==> config.mk <==
export PLATFORM = sky130hd
export DESIGN_NAME = up_axi_lite_bridge
export DESIGN_NICKNAME = d
export VERILOG_FILES = /design/src/rtl/up_axi_lite_bridge.sv
export SDC_FILE = /design/constraint.sdc
export NUM_CORES = 1
export LEC_CHECK = 0
export CELL_PAD_IN_SITES_DETAIL_PLACEMENT = 1
export CELL_PAD_IN_SITES_GLOBAL_PLACEMENT = 2
export CORE_ASPECT_RATIO = 0.8
export CORE_MARGIN = 1
export CORE_UTILIZATION = 27
export DETAILED_ROUTE_END_ITERATION = 10
export HOLD_SLACK_MARGIN = 0.08
export PLACE_DENSITY = 0.86
export SLEW_MARGIN = 20
export SYNTH_ARGS = -nofsm -noshare
export SYNTH_HDL_FRONTEND = slang
export SYNTH_SLANG_ARGS = --single-unit
==> constraint.sdc <==
create_clock -name up_clk -period 3.65 [get_ports up_clk]
set_input_delay 0.5475 -clock up_clk [delete_from_list [all_inputs] [get_ports up_clk]]
set_output_delay 0.5475 -clock up_clk [all_outputs]
set_load 0.1 [all_outputs]
==> src/rtl/up_axi_lite_bridge.sv <==
// AXI4-Lite slave bridging one transaction at a time onto the up_* register bus.
// Accept -> 1-cycle up_*req -> wait for ack (bounded by TIMEOUT_CYCLES) -> AXI response.
module up_axi_lite_bridge #(
    parameter int AXI_ADDRESS_WIDTH = 16,
    parameter int TIMEOUT_CYCLES    = 64
) (
    input  logic                         up_clk,
    input  logic                         up_rstn,

    input  logic                         s_axi_awvalid,
    output logic                         s_axi_awready,
    input  logic [AXI_ADDRESS_WIDTH-1:0] s_axi_awaddr,
    input  logic [2:0]                   s_axi_awprot,
    input  logic                         s_axi_wvalid,
    output logic                         s_axi_wready,
    input  logic [31:0]                  s_axi_wdata,
    input  logic [3:0]                   s_axi_wstrb,
    output logic                         s_axi_bvalid,
    input  logic                         s_axi_bready,
    output logic [1:0]                   s_axi_bresp,
    input  logic                         s_axi_arvalid,
    output logic                         s_axi_arready,
    input  logic [AXI_ADDRESS_WIDTH-1:0] s_axi_araddr,
    input  logic [2:0]                   s_axi_arprot,
    output logic                         s_axi_rvalid,
    input  logic                         s_axi_rready,
    output logic [1:0]                   s_axi_rresp,
    output logic [31:0]                  s_axi_rdata,

    output logic                         up_wreq,
    output logic [AXI_ADDRESS_WIDTH-3:0] up_waddr,
    output logic [31:0]                  up_wdata,
    input  logic                         up_wack,
    output logic                         up_rreq,
    output logic [AXI_ADDRESS_WIDTH-3:0] up_raddr,
    input  logic [31:0]                  up_rdata,
    input  logic                         up_rack
);

    localparam int CW = $clog2(TIMEOUT_CYCLES + 1);

    typedef enum logic [2:0] {IDLE, WREQ, WWAIT, WRESP, RREQ, RWAIT, RRESP} state_t;

    state_t        state, state_nxt;
    logic [CW-1:0] cnt;
    logic          last_wr;
    logic          w_elig, r_elig, w_win, r_win, timeout;
    logic          unused_bits;

    assign unused_bits = ^{s_axi_awprot, s_axi_arprot, s_axi_wstrb,
                           s_axi_awaddr[1:0], s_axi_araddr[1:0]};

    // Round-robin: when both directions are eligible, write wins unless it completed last.
    assign w_elig  = s_axi_awvalid & s_axi_wvalid;
    assign r_elig  = s_axi_arvalid;
    assign w_win   = w_elig & (~r_elig | ~last_wr);
    assign r_win   = r_elig & ~w_win;
    assign timeout = (cnt == CW'(TIMEOUT_CYCLES - 1));

    always_ff @(posedge up_clk or negedge up_rstn) begin
        if (!up_rstn) state <= IDLE;
        else          state <= state_nxt;
    end

    always_comb begin
        state_nxt = state;
        case (state)
            IDLE:    if (w_win) state_nxt = WREQ;
                     else if (r_win) state_nxt = RREQ;
            WREQ:    state_nxt = WWAIT;
            WWAIT:   if (up_wack || timeout) state_nxt = WRESP;
            WRESP:   if (s_axi_bready) state_nxt = IDLE;
            RREQ:    state_nxt = RWAIT;
            RWAIT:   if (up_rack || timeout) state_nxt = RRESP;
            RRESP:   if (s_axi_rready) state_nxt = IDLE;
            default: state_nxt = IDLE;
        endcase
    end

    always_comb begin
        s_axi_awready = 1'b0;
        s_axi_wready  = 1'b0;
        s_axi_arready = 1'b0;
        s_axi_bvalid  = 1'b0;
        s_axi_rvalid  = 1'b0;
        up_wreq       = 1'b0;
        up_rreq       = 1'b0;
        case (state)
            IDLE: begin
                s_axi_awready = w_win;
                s_axi_wready  = w_win;
                s_axi_arready = r_win;
            end
            WREQ:    up_wreq      = 1'b1;
            WRESP:   s_axi_bvalid = 1'b1;
            RREQ:    up_rreq      = 1'b1;
            RRESP:   s_axi_rvalid = 1'b1;
            default: ;
        endcase
    end

    always_ff @(posedge up_clk or negedge up_rstn) begin
        if (!up_rstn) begin
            up_waddr    <= '0;
            up_wdata    <= '0;
            up_raddr    <= '0;
            cnt         <= '0;
            last_wr     <= 1'b0;
            s_axi_bresp <= 2'b00;
            s_axi_rresp <= 2'b00;
            s_axi_rdata <= '0;
        end else begin
            if (state == IDLE && w_win) begin
                up_waddr <= s_axi_awaddr[AXI_ADDRESS_WIDTH-1:2];
                up_wdata <= s_axi_wdata;
            end
            if (state == IDLE && r_win)
                up_raddr <= s_axi_araddr[AXI_ADDRESS_WIDTH-1:2];

            if (state == WREQ || state == RREQ)
                cnt <= '0;
            else if ((state == WWAIT || state == RWAIT) && cnt != '1)
                cnt <= cnt + CW'(1);

            if (state == WWAIT) begin
                if (up_wack)      s_axi_bresp <= 2'b00;
                else if (timeout) s_axi_bresp <= 2'b10;
            end
            // Read data is captured in the ack cycle; a timeout substitutes a marker word.
            if (state == RWAIT) begin
                if (up_rack) begin
                    s_axi_rresp <= 2'b00;
                    s_axi_rdata <= up_rdata;
                end else if (timeout) begin
                    s_axi_rresp <= 2'b10;
                    s_axi_rdata <= 32'hDEAD_DEAD;
                end
            end

            if (state == WRESP && s_axi_bready) last_wr <= 1'b1;
            if (state == RRESP && s_axi_rready) last_wr <= 1'b0;
        end
    end

endmodule
==> Word-level counts from Yosys, hierarchy flattened <==
Index checks and enable logic that the tools add are counted.
{ "classes": {"mux": 22, "eq_ne": 13, "addsub": 1, "reduce_logical": 17, "n_bitwise": 7} }
{ "op_table": {"columns": ["cell", "n"], "rows": [
  ["32-bit two-way mux", 2],
  ["3-bit one-hot mux with 7 select lines", 1],
  ["3-bit two-way mux", 6],
  ["7-bit two-way mux", 2],
  ["3-bit equality test, second input constant", 3],
  ["1-bit two-way mux", 8],
  ["2-bit != test, second input constant", 4],
  ["2-bit nonzero test", 4],
  ["7-bit by 1-bit adder with 7-bit output, second input constant", 1],
  ["7-bit by 6-bit equality test with 1-bit output, second input constant", 1],
  ["7-bit != test, second input constant", 1],
  ["3-bit by 2-bit equality test with 1-bit output, second input constant", 2],
  ["2-bit two-way mux", 3],
  ["1-bit logical AND", 5],
  ["5-bit AND reduction", 1],
  ["1-bit logical OR", 4],
  ["2-bit AND reduction", 2],
  ["1-bit bitwise AND", 3],
  ["3-bit by 1-bit equality test with 1-bit output, second input constant", 1],
  ["3-bit logical NOT", 1],
  ["3-bit != test, second input constant", 1],
  ["1-bit inverter", 3],
  ["1-bit OR", 1]
]} }
{ "word_totals": {"out_inout_bits": 103, "in_bits": 115, "ff_bits": 107} }

==> Longest topological paths before layout <==
{ "logic_depth": {"word_depth": 8, "mapped_depth": 7, "ltp_nobuf": 5} }

==> Worst setup path after synthesis <==
No wires, ideal clock.
{ "synth_timing": {"path_kind": "reg2out", "start": "register state[0]", "end": "output port s_axi_rvalid", "arrival_ns": 2.769, "path_stages_with_launch": 3, "required_time_ns": 3.102, "setup_slack_ns": 0.333, "path_cell_list": "dfrtp_1 -> buf_2 -> nor3_1"} }
{ "synth_via": {"elab_chain_cells": 2} }
{ "synth_rtl": {"columns": ["item", "line", "source"], "rows": [
  ["start, declared", "44", "state_t state, state_nxt;"],
  ["start signal, assigned", "62", "else state <= state_nxt;"],
  ["3-bit equality test", "88", "case (state)"],
  ["1-bit two-way mux", "88", null],
  ["end, declared", "25", "output logic s_axi_rvalid,"]
]} }
No other way between the ends.

==> Worst setup path after layout <==
{ "layout_timing": {"start": "input port s_axi_arvalid", "end": "output port s_axi_arready"} }
{ "layout_via": {"elab_chain_cells": 6} }
{ "layout_rtl": {"columns": ["item", "line", "source"], "rows": [
  ["start, declared", "21", "input logic s_axi_arvalid,"],
  ["1-bit inverter", "56", "assign w_win = w_elig & (~r_elig | ~last_wr);"],
  ["1-bit OR", "56", null],
  ["1-bit bitwise AND", "56", null],
  ["1-bit inverter", "57", "assign r_win = r_elig & ~w_win;"],
  ["1-bit bitwise AND *", "57", null],
  ["1-bit two-way mux *", "88", null],
  ["end, declared", "22", "output logic s_axi_arready,"]
]} }
Every way passes the cells marked *; elsewhere a longest branch is shown, timed or not.

==> impl_metrics.csv <==
group,metric,value,unit
status,status,"finished, final reports clean",
grt,grt_pass1_wl,19400,um
detailed_routing,wl,12200,um
setup_path,arrival,2.08,ns
clock_tree,cts_tree,"done",
synthesis,synth-main-ff-cell,"dfrtp_1",
setup_path,critPathRequiredTime,3.10,ns
final_layout,diodes,0,
grt,grt_usage,15.6,%
setup_path,crit_fanout,15,
final_layout,syn2layout_area_growth,59.2,%
final_layout,mostFrequentLayoutCell,"clkdlybuf4s50_1",
setup_path,worst_setup_path_start_kind,"input port",
synthesis,yosys_warnings,0,
grt,gr-usage-met3,6.32,%
timing,slew_headroom,31.7,%
grt,grt_max_degree,54,
detailed_routing,drcViolationCount,0,
die,core-area,15200,um^2
run,maxCapViolCount,0,
setup_path,cp-end-kind,"output pin",
timing,finalMaxSlewViolations,0,
grt,gr-total-overflow,0,
final_layout,fin_nets,603,
timing,clock_skew,0.00470,ns
grt,grtUsageMet1,18.3,%
clock_tree,insertion_delay,0.35,ns
timing,max_freq,380,MHz
detailed_routing,vias,3149,
placement,gp_congestion,0.751,
placement,preCtsSetupSlack,0.999,ns
clock_tree,numCtsBuffers,9,
synthesis,avgSynthCellArea,14.7,um^2
timing,post-route-min-period,2.63,ns
synthesis,synthesis.instances,290,
grt,grtUsageMet2,26.1,%
clock_tree,clk_pin_slew,0.07,ns
synthesis,synth_area,4260,um^2
synthesis,ys_seq_elements,105,
setup_path,worstSetupPathType,"input port to output pin",
timing,setup_viol,0,
detailed_routing,ant_nets,0,
die,start_util,28.0,%
clock_tree,htree_levels,3,
detailed_routing,first_pass_iters,4,
detailed_routing,viasPerCell,4.49,
timing,min_period_over_period,72.0,%
die,die_area,16300,um^2
detailed_routing,wl_per_cell,17.3,um
clock_tree,cts_sinks,105,
grt,busiest_layer,"met2",
synthesis,synth_seq_area_share,61.6,%
timing,tightest_slew,1.02,ns
setup_path,r2r-start,"state[0]",
timing,finalWorstSetupSlack,1.02,ns
placement,hpwl,8980,um
die,die_h,114,um
clock_tree,clock-root-buffer,"clkbuf_16",
synthesis,synth_edf_count,0,
placement,io_buffers,201,
grt,antenna_found_initial,0,
timing,final_hold_viol_count,0,
synthesis,synth.distinct_cells,41,
clock_tree,cts_resized,0,
setup_path,crit_path_start,"s_axi_arvalid",
final_layout,drive_gt1_share,19.1,%
clock_tree,clock_path_buffers,2,
detailed_routing,drtIter0Drc,66,
die,die_w,143,um
clock_tree,cts_setup_buffers,0,
synthesis,ys_async_sr_fraction,100,%
die,rows,40,
clock_tree,ctsHoldBuffers,0,
timing,tns,0,ns
grt,grt_pass1_vias,3535,
hold_path,hold_path.class,"input port to asynchronous set/reset pin",
die,ioPinCount,218,
final_layout,final_cell_mix,"clkdlybuf4s50_1, dfrtp_1, mux2_2, mux2_4, o22a_1",
timing,rsz0062_at_grt,"no",
[registers in the layout, indices dropped and copies added (netlist names)]
| name | cells |
|---|---|
| s_axi_rdata | 32 |
| up_wdata | 32 |
| up_raddr | 14 |
| up_waddr | 14 |
| cnt | 7 |
| state | 3 |
| last_wr | 1 |
| s_axi_bresp | 1 |
| s_axi_rresp | 1 |
[Yosys cell counts, drive strengths merged (2+ instances only)]
cell	n	area [um^2]
nand2	5	18.8
o21ai	5	25.0
nand4	2	12.5
and3	2	12.5
nand3	6	35.0
buf	16	123
and2	2	12.5
nor3	8	51.3
o22ai	2	12.5
clkbuf	4	15.0
a21oi	5	25.0
nor2	5	18.8
mux2	60	785
o31ai	3	22.5
o22a	22	193
inv	9	33.8
o211ai	3	22.5
dfrtp	105	2630
a22o	10	87.6
[logic make-up after synthesis]
logic type | synth area share [%]
and+or+nand+nor | 4.87
DFF | 61.6
buffers and inverters | 4.02
muxes | 18.6
AOI/OAI and AO/OA | 10.5
adders and majority gates | 0.293
other | 0.0879
[layer usage]
metal	routed length [um]	vias up
met2	6070	108
met3	1040	13
li1	-	1440
met5	0	-
met4	164	0
met1	4890	1588
[critical path, cell delays in order]
cell and delay, ns:
clkdlybuf4s50_1 0.54, nand2_1 0.09, nand3_1 0.14, nand3_2 0.33, inv_1 0.13, buf_4 0.30
[layout make-up]
class                           instances  area [um^2]
Clock buffer                           10          239
Clock inverter                          6         98.8
Fill cell                            1605         8430
Inverter                                9         33.8
Multi-Input combinational cell        157         1480
Sequential cell                       105         2630
Tap cell                              210          263
Timing Repair Buffer                  205         2050
[path summary, 6_finish.rpt]
check,end,slack [ns],cells after the start
max in group asynchronous,cnt[0],2.52,2
worst max-delay path,s_axi_arready,1.02,6
worst max register to register,s_axi_rdata[15],1.48,3
worst min register to register,s_axi_rdata[9],0.49,1
min in group up_clk,s_axi_rdata[9],0.49,1
worst min-delay path,up_raddr[8],0.25,1
[per-stage QoR]
| step | hold slack, ns | std cells | util [%] | instance area, um^2 |
|---|---|---|---|---|
| after global placement | 0.469 | 686 | 42.3 | 6440 |
| after CTS | 0.264 | 702 | 44.6 | 6780 |
| after floorplan | 0.252 | 291 | - | 4270 |
| final | 0.248 | 702 | 44.6 | 6790 |
| after global routing | 0.297 | 702 | 44.6 | 6790 |
| after detailed placement | 0.476 | 686 | 42.3 | 6440 |
Power is left out: the tool's default activity adds up to more than one toggle a clock period on the data nets, which glitch-free logic cannot reach.
